**src/rtl/rpc_echo_responder.sv**
```systemverilog
// RPC echo responder: buffers inbound requests, holds each for PROC_LATENCY cycles, returns it as a response.
// Optional request/drop counters are built when RPC_ECHO_RESPONDER_STATS_EN is defined.
package rpc_echo_pkg;
  typedef enum logic [1:0] {
    rpcReq  = 2'd0,
    rpcResp = 2'd1,
    rpcNack = 2'd2,
    rpcRsvd = 2'd3
  } rpc_type_e;

  typedef struct packed {
    rpc_type_e   req_type;
    logic [5:0]  msg_id;
  } rpc_ctl_t;

  typedef struct packed {
    rpc_ctl_t    ctl;
    logic [7:0]  len;
  } rpc_hdr_t;

  typedef struct packed {
    rpc_hdr_t    hdr;
    logic [31:0] payload;
  } rpc_data_t;

  typedef struct packed {
    rpc_data_t   rpc_data;
    logic [7:0]  flow_id;
  } RpcIf;
endpackage

module rpc_echo_responder
  import rpc_echo_pkg::*;
#(
  parameter logic [31:0] NIC_ID       = 32'h0,
  parameter int unsigned FIFO_DEPTH   = 8,
  parameter int unsigned PROC_LATENCY = 4
) (
  input  logic        clk,
  input  logic        reset,
  input  logic        rpc_valid_in,
  input  RpcIf        rpc_in,
  output logic        rpc_ready_out,
  output logic        rpc_valid_out,
  output RpcIf        rpc_out,
  input  logic        rpc_ready_in,
  output logic [31:0] req_cnt_out,
  output logic [31:0] drop_cnt_out
);
  localparam int unsigned PW = $clog2(FIFO_DEPTH);
  localparam int unsigned OW = PW + 1;
  localparam int unsigned LW = (PROC_LATENCY > 1) ? $clog2(PROC_LATENCY) : 1;
  localparam logic [OW-1:0] FULL_OCC = OW'(FIFO_DEPTH);
  localparam logic [LW-1:0] LAT_LOAD = LW'(PROC_LATENCY - 1);

  typedef enum logic [1:0] {IDLE, PROC, SEND} state_e;

  state_e        state_q, state_d;
  logic [LW-1:0] lat_q, lat_d;
  logic [OW-1:0] occ_q;
  logic [PW-1:0] wr_ptr_q, rd_ptr_q;
  RpcIf          mem_q [FIFO_DEPTH];
  RpcIf          work_q;
  RpcIf          head_resp;
  logic          is_req, push, pop;
  logic          unused_nic_id;

  // NIC_ID only tags trace output in simulation models; nothing in hardware depends on it.
  assign unused_nic_id = ^NIC_ID;

  assign is_req        = (rpc_in.rpc_data.hdr.ctl.req_type == rpcReq);
  assign rpc_ready_out = (occ_q != FULL_OCC);
  assign push          = rpc_valid_in && rpc_ready_out && is_req;
  assign rpc_out       = work_q;

  always_comb begin
    head_resp = mem_q[rd_ptr_q];
    head_resp.rpc_data.hdr.ctl.req_type = rpcResp;
  end

  always_ff @(posedge clk) begin
    if (push) mem_q[wr_ptr_q] <= rpc_in;
  end

  // Occupancy is read before the pop, so a popped slot becomes available one cycle later.
  always_ff @(posedge clk) begin
    if (reset) begin
      occ_q    <= '0;
      wr_ptr_q <= '0;
      rd_ptr_q <= '0;
    end else begin
      if (push) wr_ptr_q <= wr_ptr_q + PW'(1);
      if (pop)  rd_ptr_q <= rd_ptr_q + PW'(1);
      if (push && !pop)      occ_q <= occ_q + OW'(1);
      else if (pop && !push) occ_q <= occ_q - OW'(1);
    end
  end

  always_comb begin
    state_d       = state_q;
    lat_d         = lat_q;
    pop           = 1'b0;
    rpc_valid_out = 1'b0;
    unique case (state_q)
      IDLE: begin
        if (occ_q != '0) begin
          pop     = 1'b1;
          lat_d   = LAT_LOAD;
          state_d = PROC;
        end
      end
      PROC: begin
        if (lat_q == '0) state_d = SEND;
        else             lat_d   = lat_q - LW'(1);
      end
      SEND: begin
        rpc_valid_out = 1'b1;
        if (rpc_ready_in) begin
          if (occ_q != '0) begin
            pop     = 1'b1;
            lat_d   = LAT_LOAD;
            state_d = PROC;
          end else begin
            state_d = IDLE;
          end
        end
      end
      default: state_d = IDLE;
    endcase
  end

  // The response is formed at pop time so rpc_out is already stable when SEND begins.
  always_ff @(posedge clk) begin
    if (reset) begin
      state_q <= IDLE;
      lat_q   <= '0;
      work_q  <= '0;
    end else begin
      state_q <= state_d;
      lat_q   <= lat_d;
      if (pop) work_q <= head_resp;
    end
  end

`ifdef RPC_ECHO_RESPONDER_STATS_EN
  logic [31:0] req_cnt_q, drop_cnt_q;
  logic        drop;

  assign drop = rpc_valid_in && (!is_req || !rpc_ready_out);

  always_ff @(posedge clk) begin
    if (reset) begin
      req_cnt_q  <= '0;
      drop_cnt_q <= '0;
    end else begin
      if (push && (req_cnt_q != 32'hFFFF_FFFF))  req_cnt_q  <= req_cnt_q + 32'd1;
      if (drop && (drop_cnt_q != 32'hFFFF_FFFF)) drop_cnt_q <= drop_cnt_q + 32'd1;
    end
  end

  assign req_cnt_out  = req_cnt_q;
  assign drop_cnt_out = drop_cnt_q;
`else
  assign req_cnt_out  = 32'h0;
  assign drop_cnt_out = 32'h0;
`endif

endmodule

```
**config.mk**
```make
export PLATFORM = sky130hd
export DESIGN_NAME = rpc_echo_responder
export DESIGN_NICKNAME = d
export VERILOG_FILES = /design/src/rtl/rpc_echo_responder.sv
export SDC_FILE = /design/constraint.sdc
export NUM_CORES = 1
export LEC_CHECK = 0
export ABC_AREA = 1
export CAP_MARGIN = 15
export CORE_UTILIZATION = 55
export CTS_BUF_LIST = sky130_fd_sc_hd__clkbuf_8
export CTS_CLUSTER_SIZE = 28
export DETAILED_ROUTE_END_ITERATION = 10
export PLACE_DENSITY = 0.86
export SETUP_SLACK_MARGIN = 0.2
export SYNTH_ARGS = -nofsm -noshare
export SYNTH_HDL_FRONTEND = slang
export SYNTH_SLANG_ARGS = --single-unit
```
**constraint.sdc**
```tcl
create_clock -name clk -period 18 [get_ports clk]
set_clock_uncertainty 0.05 [all_clocks]
set_input_delay 2.7 -clock clk [delete_from_list [all_inputs] [get_ports clk]]
set_output_delay 2.7 -clock clk [all_outputs]
set_load 0.01 [all_outputs]
```
After elaboration in Yosys (flattened, before gate mapping)
Memories as Yosys holds them, arrays and structs flattened. A register that Yosys moved wholly into a read port is not among the register bits.
Index checks and enable logic that the tools add are counted.
{ "word_totals": {"wordCells": 50, "mem_bits_ro": 0, "n_memories": 1, "out_inout_bits": 122, "regBits": 15, "latchBits": 0, "ram_bits": 448} }
{ "memory_table": {"columns": ["memory", "depth", "word_bits", "read_ports", "rd_clocked_by_memory_dff", "wr", "line", "text"], "rows": [
  ["mem_q", 8, 56, 1, 1, 1, "62", "RpcIf mem_q [FIFO_DEPTH];"]
]} }
{ "op_classes": {"muxes": 17, "n_mul": 0, "magnitude_cmp": 0, "reduce_logical": 14, "bitwise_logic": 0, "n_div": 0, "n_eq_ne": 7, "n_shift": 0, "addsub": 5} }
{ "op_table": {"columns": ["cell", "count"], "rows": [
  ["$mux 2", 6],
  ["$pmux 2 s3", 2],
  ["$mux 4", 2],
  ["$ne 2x2->1 const B", 4],
  ["$add 3x1->3 const B", 2],
  ["$logic_not 2->1", 3],
  ["$mux 1", 6],
  ["$reduce_and 3->1", 2],
  ["$add 4x1->4 const B", 1],
  ["$logic_and 1x1->1", 4],
  ["$ne 4x4->1 const B", 1],
  ["$reduce_bool 4->1", 1],
  ["$sub 4x1->4 const B", 1],
  ["$reduce_bool 3->1", 1],
  ["$eq 2x1->1 const B", 1],
  ["$eq 2x2->1 const B", 1],
  ["$logic_not 1->1", 2],
  ["$pmux 1 s2", 1],
  ["$reduce_bool 2->1", 1],
  ["$sub 2x1->2 const B", 1]
]} }

Depth between registers and ports, before layout
Gate-level depths: netlist of run 1.
{ "depth": {"word_depth": 7, "mapped_depth": 14, "depth_no_buf": 14} }

Worst setup path after synthesis of run 1
OpenSTA, ideal clock, no wires.
{ "synth_timing": {"path_type": "input-to-reg", "from": "input port rpc_in[55] (netlist bit)", "to": "memory mem_q[0][0] (netlist bit) (enable)", "t_required_ns": 17.351, "setup_slack_ns": 9.169, "arrival_time_ns": 8.181, "stages": 3, "setup_ns": 0.599, "cell_sequence": "nor3b_1 -> nand2_1 -> nor4_1"} }
{ "synth_via": {"elab_chain_cells": 4} }
{ "synth_lines": {"columns": ["element", "line", "text"], "rows": [
  ["start: declaration", "42", "input RpcIf rpc_in,"],
  ["$logic_not 2->1", "71", "assign is_req = (rpc_in.rpc_data.hdr.ctl.req_type == rpcReq);"],
  ["$logic_and 1x1->1", "73", "assign push = rpc_valid_in && rpc_ready_out && is_req;"],
  ["$mux 1", "82", "if (push) mem_q[wr_ptr_q] <= rpc_in;"],
  ["$mux 1 (not written as such)", "82", null],
  ["end: declaration", "62", null]
]} }
Every way passes these cells.

Worst setup path in the final report of run 1
{ "layout_timing": {"from": "input port rpc_valid_in", "to": "memory mem_q[5][38] (netlist bit) (enable)"} }
{ "layout_via": {"elab_chain_cells": 4} }
{ "layout_lines": {"columns": ["element", "line", "text"], "rows": [
  ["start: declaration", "41", "input logic rpc_valid_in,"],
  ["$logic_and 1x1->1 (2 in series)", "73", null],
  ["net push", "65", "logic is_req, push, pop;"],
  ["$mux 1", "82", null],
  ["$mux 1 (not written as such)", "82", null]
]} }
The timed path passes the listed nets, and every way through them passes these cells.

==> metrics.yaml, run 1 <==
detailed_routing:
  routed_wire_length_per_instance_um: 17.1
  drc: 0
  route.final.wire_length_mm: 49.7
  via_count: 15300
  vias_per_cell: 5.25
  ant_nets: 0
  first_iter_violations: 1668
  drt_pass1_iterations: 6
min_path:
  timing.hold.worst.class: "reg -> reg"
global_routing:
  total_congestion_overflow_after_global_routing: 0
  grt_pass1_vias: 16100
  grt_max_degree: 116
  grt_pass1_wl_mm: 78.5
  total_routing_resource_utilization_after_global_routing: 0.246
  grt_antenna_before_repair: 2
placement:
  preCtsSetupSlack_ns: 12.15
  buffers_added_on_ports: 116
  placed_wire_length_estimate_after_detailed_placement_mm: 28.0
  gp_routability_congestion: 0.768
setup_path:
  setup.worst_path.start_class: "input pin"
  critPathSlowestCell: "nor2_4"
  crit_path_category: "in -> reg"
  setup.worst_path.end_class: "flop"
  timing.critical_path.cells: "clkdlybuf4s50_1 -> nor3b_1 -> nand2_1 -> inv_1 -> nand2_1 -> nor2_4 -> buf_4"
  worst_ep_arrival_time_ns: 5.42
  crit_fanout: 30
  worst_ep_required_time_ns: 18.17
  critical-path-top-cell-by-count: "nand2_1"
  critical-path-max-stage-delay_ns: 0.76
pwr:
  ir_worst_vdd_uv: 76.0
  design_power_total_uw: 3130
  power_density_nw_per_um2: 128
  p_leak_uw: 0.0109
logic_synthesis:
  synth.yosys.seq_area_share: 0.658
  synthesis.instances: 2227
  ys_seq_elements: 501
  synth_area_per_cell_um2: 9.79
  synthDistinctLibCells: 24
  synth-warning-count: 0
  syn_area_um2: 21800
die:
  row_count: 72
  die_height_um: 201
  core_um2: 38800
  die_span_x_um: 201
  initial_utilization: 0.561
  floorplan.die_area_um2: 40400
  num_io_pins: 182
timing:
  layout_setup_ws_ns: 12.76
  final_hold_viol_count: 0
  final.setup.tns_ns: 0
  unrepaired_setup_endpoints_after_global_routing: "false"
  period_share: 0.291
  timing_max_transition_violations_final: 0
  tightest_slew_ns: 1.18
  final-setup-viol-count: 0
  fmax_mhz: 191
  period_minus_slack_ns: 5.24
  max_slew_margin: 0.213
finish:
  layout.cells.most_common_list: "nand2_1, inv_1, edfxtp_1"
  area_delta_synth_final_pct: 12.0
  fin_nets: 2401
  drive_gt1_frac: 0.0510
  final_common_cell: "nand2_1"
  finalCoreUtilization: 0.629
status:
  status: "complete, no violations"
clock_network:
  post-cts-setup-buffer-count: 0
  clk_pin_slew_ns: 0.06
  clkLatencyLatePin_ns: 0.61
  cts_tree: "done"
  clockBufferDepth: 3
  ctsRootBufferMaster: "clkbuf_8"
  cts_repair_resize_count: 0
  postCtsHoldBufs: 0
  htreeDepth: 3
  clkSinkCount: 501
  cts_inserted_buffers: 75
flow_run:
  max_cap_viol_count: 0
==> routing by layer <==
metal,vias up,track usage,part of all wire
li1,7079,-,-
met3,132,0.0437,0.086
met2,864,0.438,0.52
met4,0,0.124,0.032
met5,-,0,0
met1,7218,0.285,0.37
==> where the power goes <==
group,switching [uW],internal (uW),leakage (uW)
sequential,84.0,1330,0.00447
clock,421,405,0.000804
combinational,580,307,0.00568
==> final timing paths <==
| check | start | cells after the start | to | slack (ns) |
|---|---|---|---|---|
| setup / recovery | rpc_valid_in | 7 | mem_q[5][38] | 12.76 |
| hold / removal | rpc_out[54] | 2 | rpc_out[54] | 0.42 |
| setup reg to reg | rd_ptr_q[0] | 7 | rpc_out[26] | 14.59 |
| hold reg to reg | rpc_out[54] | 2 | rpc_out[54] | 0.42 |
==> cells by family (layout without fill, tap and decap cells) <==
family,Yosys count,count (layout),synth area share
AND/OR/NAND/NOR,968,968,0.186
buffers and inverters,674,775,0.133
flip-flops,501,501,0.658
AO/OA/AOI/OAI,73,73,0.0168
adder cells (fa/ha/maj),7,7,0.00436
XOR/XNOR,3,3,0.00121
other,1,67,0.000172
==> cells in the mapped netlist (all sizes together) <==
cell type,number,share of area
a21oi,65,0.015
nor2,15,0.0026
xor2,3,0.0012
nand2,617,0.11
nand3,327,0.075
fa,1,0.00092
buf,145,0.042
o21ai,8,0.0018
inv,505,0.087
conb,1,0.00017
nor4,2,0.00057
nor3b,1,0.00034
or2,1,0.00029
dfxtp,69,0.063
clkinv,1,0.00017
nor3,5,0.0011
edfxtp,432,0.60
ha,6,0.0034
clkbuf,23,0.0040
==> worst max-delay path: cells and delay by family <==
kind                   cells  cell delay, ns
buffers and inverters      3            1.20
AND/OR/NAND/NOR            4            1.49
==> cell type report <==
type / count / area, um2
Clock inverter: 56 / 224
Timing Repair Buffer: 134 / 1330
Sequential cell: 501 / 14400
Fill cell: 2693 / 14400
Inverter: 506 / 1910
Tap cell: 518 / 648
Multi-Input combinational cell: 1116 / 4850
Clock buffer: 79 / 1090
Antenna cell: 2 / 5.00
==> state kept, by name, summed over array words and instances, names as in the netlist <==
name and flops:
mem_q 432, rpc_out 55, occ_q 4, rd_ptr_q 3, wr_ptr_q 3, lat_q 2, state_q 2
==> stage by stage <==
step           std cells  instance area, um2  hold WS, ns
2_1_floorplan       2291               22000        0.421
3_3_place_gp        2773               23000        0.416
3_5_place_dp        2773               23000        0.410
4_1_cts             2908               24400        0.425
5_1_grt             2911               24400        0.470
6_report            2912               24400        0.417
Power figures use the tool's default switching activity.
==> run 2, diff against run 1 <==
==> constraint.sdc (replaced) <==
create_clock -name clk -period 5.3 [get_ports clk]
set_clock_uncertainty 0.05 [all_clocks]
set_input_delay 0.795 -clock clk [delete_from_list [all_inputs] [get_ports clk]]
set_output_delay 0.795 -clock clk [all_outputs]
set_load 0.01 [all_outputs]
==> metrics.yaml, run 2 (synthesis results as in run 1) <==
setup_path:
  rr_endpoint: "rpc_out[47]"  # was rpc_out[26]
  critical-path-max-stage-delay_ns: 0.85  # was 0.76 ns
  worst_ep_required_time_ns: 5.73  # was 18.17 ns
  critical_path_cell_count: 7  # unchanged
  setup.worst_path.start_class: "flop"  # was input pin
  crit_path_category: "reg -> reg"  # was in -> reg
  crit_fanout: 133  # was 30
  worst-r2r-cell-count: 7  # unchanged
  worst_setup_path_endpoint: "rpc_out[47]"  # was mem_q[5][38]
  critPathSlowestCell: "buf_4"  # was nor2_4
  timing.critical_path.cells: "inv_6 -> buf_4 -> nand2_1 -> nand3_1 -> nand3_1 -> nand2_1 -> a21oi_1"  # was clkdlybuf4s50_1 -> nor3b_1 -> nand2_1 -> inv_1 -> nand2_1 -> nor2_4 -> buf_4
  worst_r2r_startpoint: "rd_ptr_q[0]"  # unchanged
  worst_ep_arrival_time_ns: 3.50  # was 5.42 ns
  reg2reg_setup_slack_ns: 2.24  # was 14.59 ns
  setup.worst_path.end_class: "flop"  # unchanged
  crit_path_start: "rd_ptr_q[0]"  # was rpc_valid_in
  timing.critical_path.max_delay_family: "buffers and inverters"  # was simple AND/OR/NAND/NOR gates
  critical_path_buf_inv_count: 2  # was 3
die:
  row_count: 72  # unchanged
  die_span_x_um: 201  # unchanged
  core_um2: 38800  # unchanged
  initial_utilization: 0.561  # unchanged
  die_height_um: 201  # unchanged
  num_io_pins: 182  # unchanged
  floorplan.die_area_um2: 40400  # unchanged
timing:
  timing_max_transition_violations_final: 0  # unchanged
  final-setup-viol-count: 0  # unchanged
  period_share: 0.578
  tightest_slew_ns: 1.17  # was 1.18 ns
  final_hold_viol_count: 0  # unchanged
  fmax_mhz: 327
  layout_setup_ws_ns: 2.24  # was 12.76 ns
  period_minus_slack_ns: 3.06
  fin_worst_hold_slack_ns: 0.451  # was 0.417 ns
  final.setup.tns_ns: 0  # unchanged
  unrepaired_setup_endpoints_after_global_routing: "false"  # unchanged
  max_slew_margin: 0.222  # was 0.213
global_routing:
  grt_antenna_before_repair: 4  # was 2
  grt_pass1_wl_mm: 75.9  # was 78.5 mm
  total_routing_resource_utilization_after_global_routing: 0.239  # was 0.246
  grt_pass1_vias: 15200  # was 16100
  grt_max_degree: 134  # was 116
  total_congestion_overflow_after_global_routing: 0  # unchanged
clock_network:
  clkLatencyLatePin_ns: 0.61  # about the same
  post-cts-setup-buffer-count: 0  # unchanged
  cts_repair_resize_count: 0  # unchanged
  postCtsHoldBufs: 0  # unchanged
  cts_inserted_buffers: 77  # was 75
  ctsRootBufferMaster: "clkbuf_8"  # unchanged
  cts_tree: "done"  # unchanged
  clkSinkCount: 501  # unchanged
  htreeDepth: 3  # unchanged
  clockBufferDepth: 3  # unchanged
  clk_pin_slew_ns: 0.06  # about the same
detailed_routing:
  vias_per_cell: 5.20  # was 5.25
  first_iter_violations: 1492  # was 1668
  via_count: 15200  # was 15300
  routed_wire_length_per_instance_um: 16.5  # was 17.1 um
  route.final.wire_length_mm: 48.3  # was 49.7 mm
  drt_pass1_iterations: 5  # was 6
  drc: 0  # unchanged
  ant_nets: 0  # unchanged
finish:
  drive_gt1_frac: 0.0579  # was 0.0510
  largest_register_ffs: 432  # unchanged
  final_design_area_no_fill_um2: 24600  # was 24400 um2
  fill_cells: 2667  # was 2693
  area_delta_synth_final_pct: 13.0  # was 12.0%
  fin_nets: 2405  # was 2401
  layout.cells.most_common_list: "nand2_1, inv_1, edfxtp_1"  # unchanged
  finalCoreUtilization: 0.634  # was 0.629
  final_common_cell: "nand2_1"  # unchanged
  largest-register: "mem_q"  # unchanged
pwr:
  power_frac_seq: 0.437  # was 0.452
  switching_power_uw: 3690  # was 1080 uW
  cellInternalPower_uw: 7170  # was 2040 uW
  power.combinational.fraction: 0.283  # was 0.284
  clkPwrFrac: 0.279  # was 0.264
  netSwitchingFraction: 0.340  # was 0.347
  power_density_nw_per_um2: 441  # was 128 nW/um2
  p_leak_uw: 0.0110  # was 0.0109 uW
  ir_worst_vdd_uv: 349  # was 76.0 uV
placement:
  buffers_added_on_ports: 116  # unchanged
  placedInstanceArea_um2: 23100  # was 23000 um2
  preCtsSetupSlack_ns: 1.73  # was 12.15 ns
  gp_routability_congestion: 0.803  # was 0.768
  placed_wire_length_estimate_after_detailed_placement_mm: 27.0  # was 28.0 mm
min_path:
  timing.hold.worst.class: "reg -> reg"  # unchanged
flow_run:
  max_cap_viol_count: 0  # unchanged
status:
  status: "complete, no violations"  # unchanged
[run 2: cell types whose count changed in the layout (fill, tap and decap cells not counted), moves of 2 or more]
cell / change
buf_12: +4
clkbuf_8: +10
clkinv_1: -5
inv_1: -5
inv_6: +2
nor3_2: -2
nor3_4: +2
[run 2: worst min-delay path by stage]
stage / from / to / slack (ns) / cells after the start
after CTS: rpc_out[54] / rpc_out[54] / 0.45 / 2
after detailed placement: rpc_out[54] / rpc_out[54] / 0.44 / 2
after floorplan: occ_q[3] / occ_q[3] / 0.42 / 2
final: rpc_out[54] / rpc_out[54] / 0.45 / 2
after global placement: rpc_out[54] / rpc_out[54] / 0.41 / 2
after global routing: rpc_out[54] / rpc_out[54] / 0.48 / 2
[run 2: cell type report]
type | instances | area, um2 | area share
sequential | 501 | 14400 | 0.583
timing repair buffer | 136 | 1370 | 0.0558
clock buffer | 89 | 1220 | 0.0497
inverter | 506 | 1910 | 0.0774
antenna | 3 | 7.51 | 0.000305
multi-input combinational | 1116 | 4860 | 0.197
clock inverter | 51 | 246 | 0.0100
tap | 518 | 648 | 0.0263
[run 2: per-stage QoR]
| stage | cells | total power (uW) |
|---|---|---|
| after floorplan | 2291 | 6850 |
| after global placement | 2774 | 7660 |
| after detailed placement | 2775 | 7820 |
| after CTS | 2915 | 10800 |
| after global routing | 2918 | 11400 |
| final | 2920 | 10900 |
[run 2: per-layer routing]
layer / share of wire / global-route usage / up-vias / routed length [um]
li1: - / - / 7094 / -
met3: 0.083 / 0.0435 / 157 / 4030
met1: 0.36 / 0.277 / 7121 / 17500
met4: 0.039 / 0.126 / 4 / 1900
met5: 0.00056 / 0 / - / 27
met2: 0.51 / 0.421 / 807 / 24800
[run 2: power groups by stage]
stage / combinational (uW) / sequential, uW / clock [uW]
final: 3080 / 4750 / 3030
after detailed placement: 2950 / 4870 / 0
after CTS: 2970 / 4790 / 3070
after global placement: 2810 / 4860 / 0
after global routing: 3400 / 4780 / 3230
after floorplan: 2080 / 4770 / 0
[run 2: tightest hold or removal path: stages (launching register included)]
cell and delay, ns:
dfxtp_1 0.34, nor2_1 0.05, nor2_1 0.07
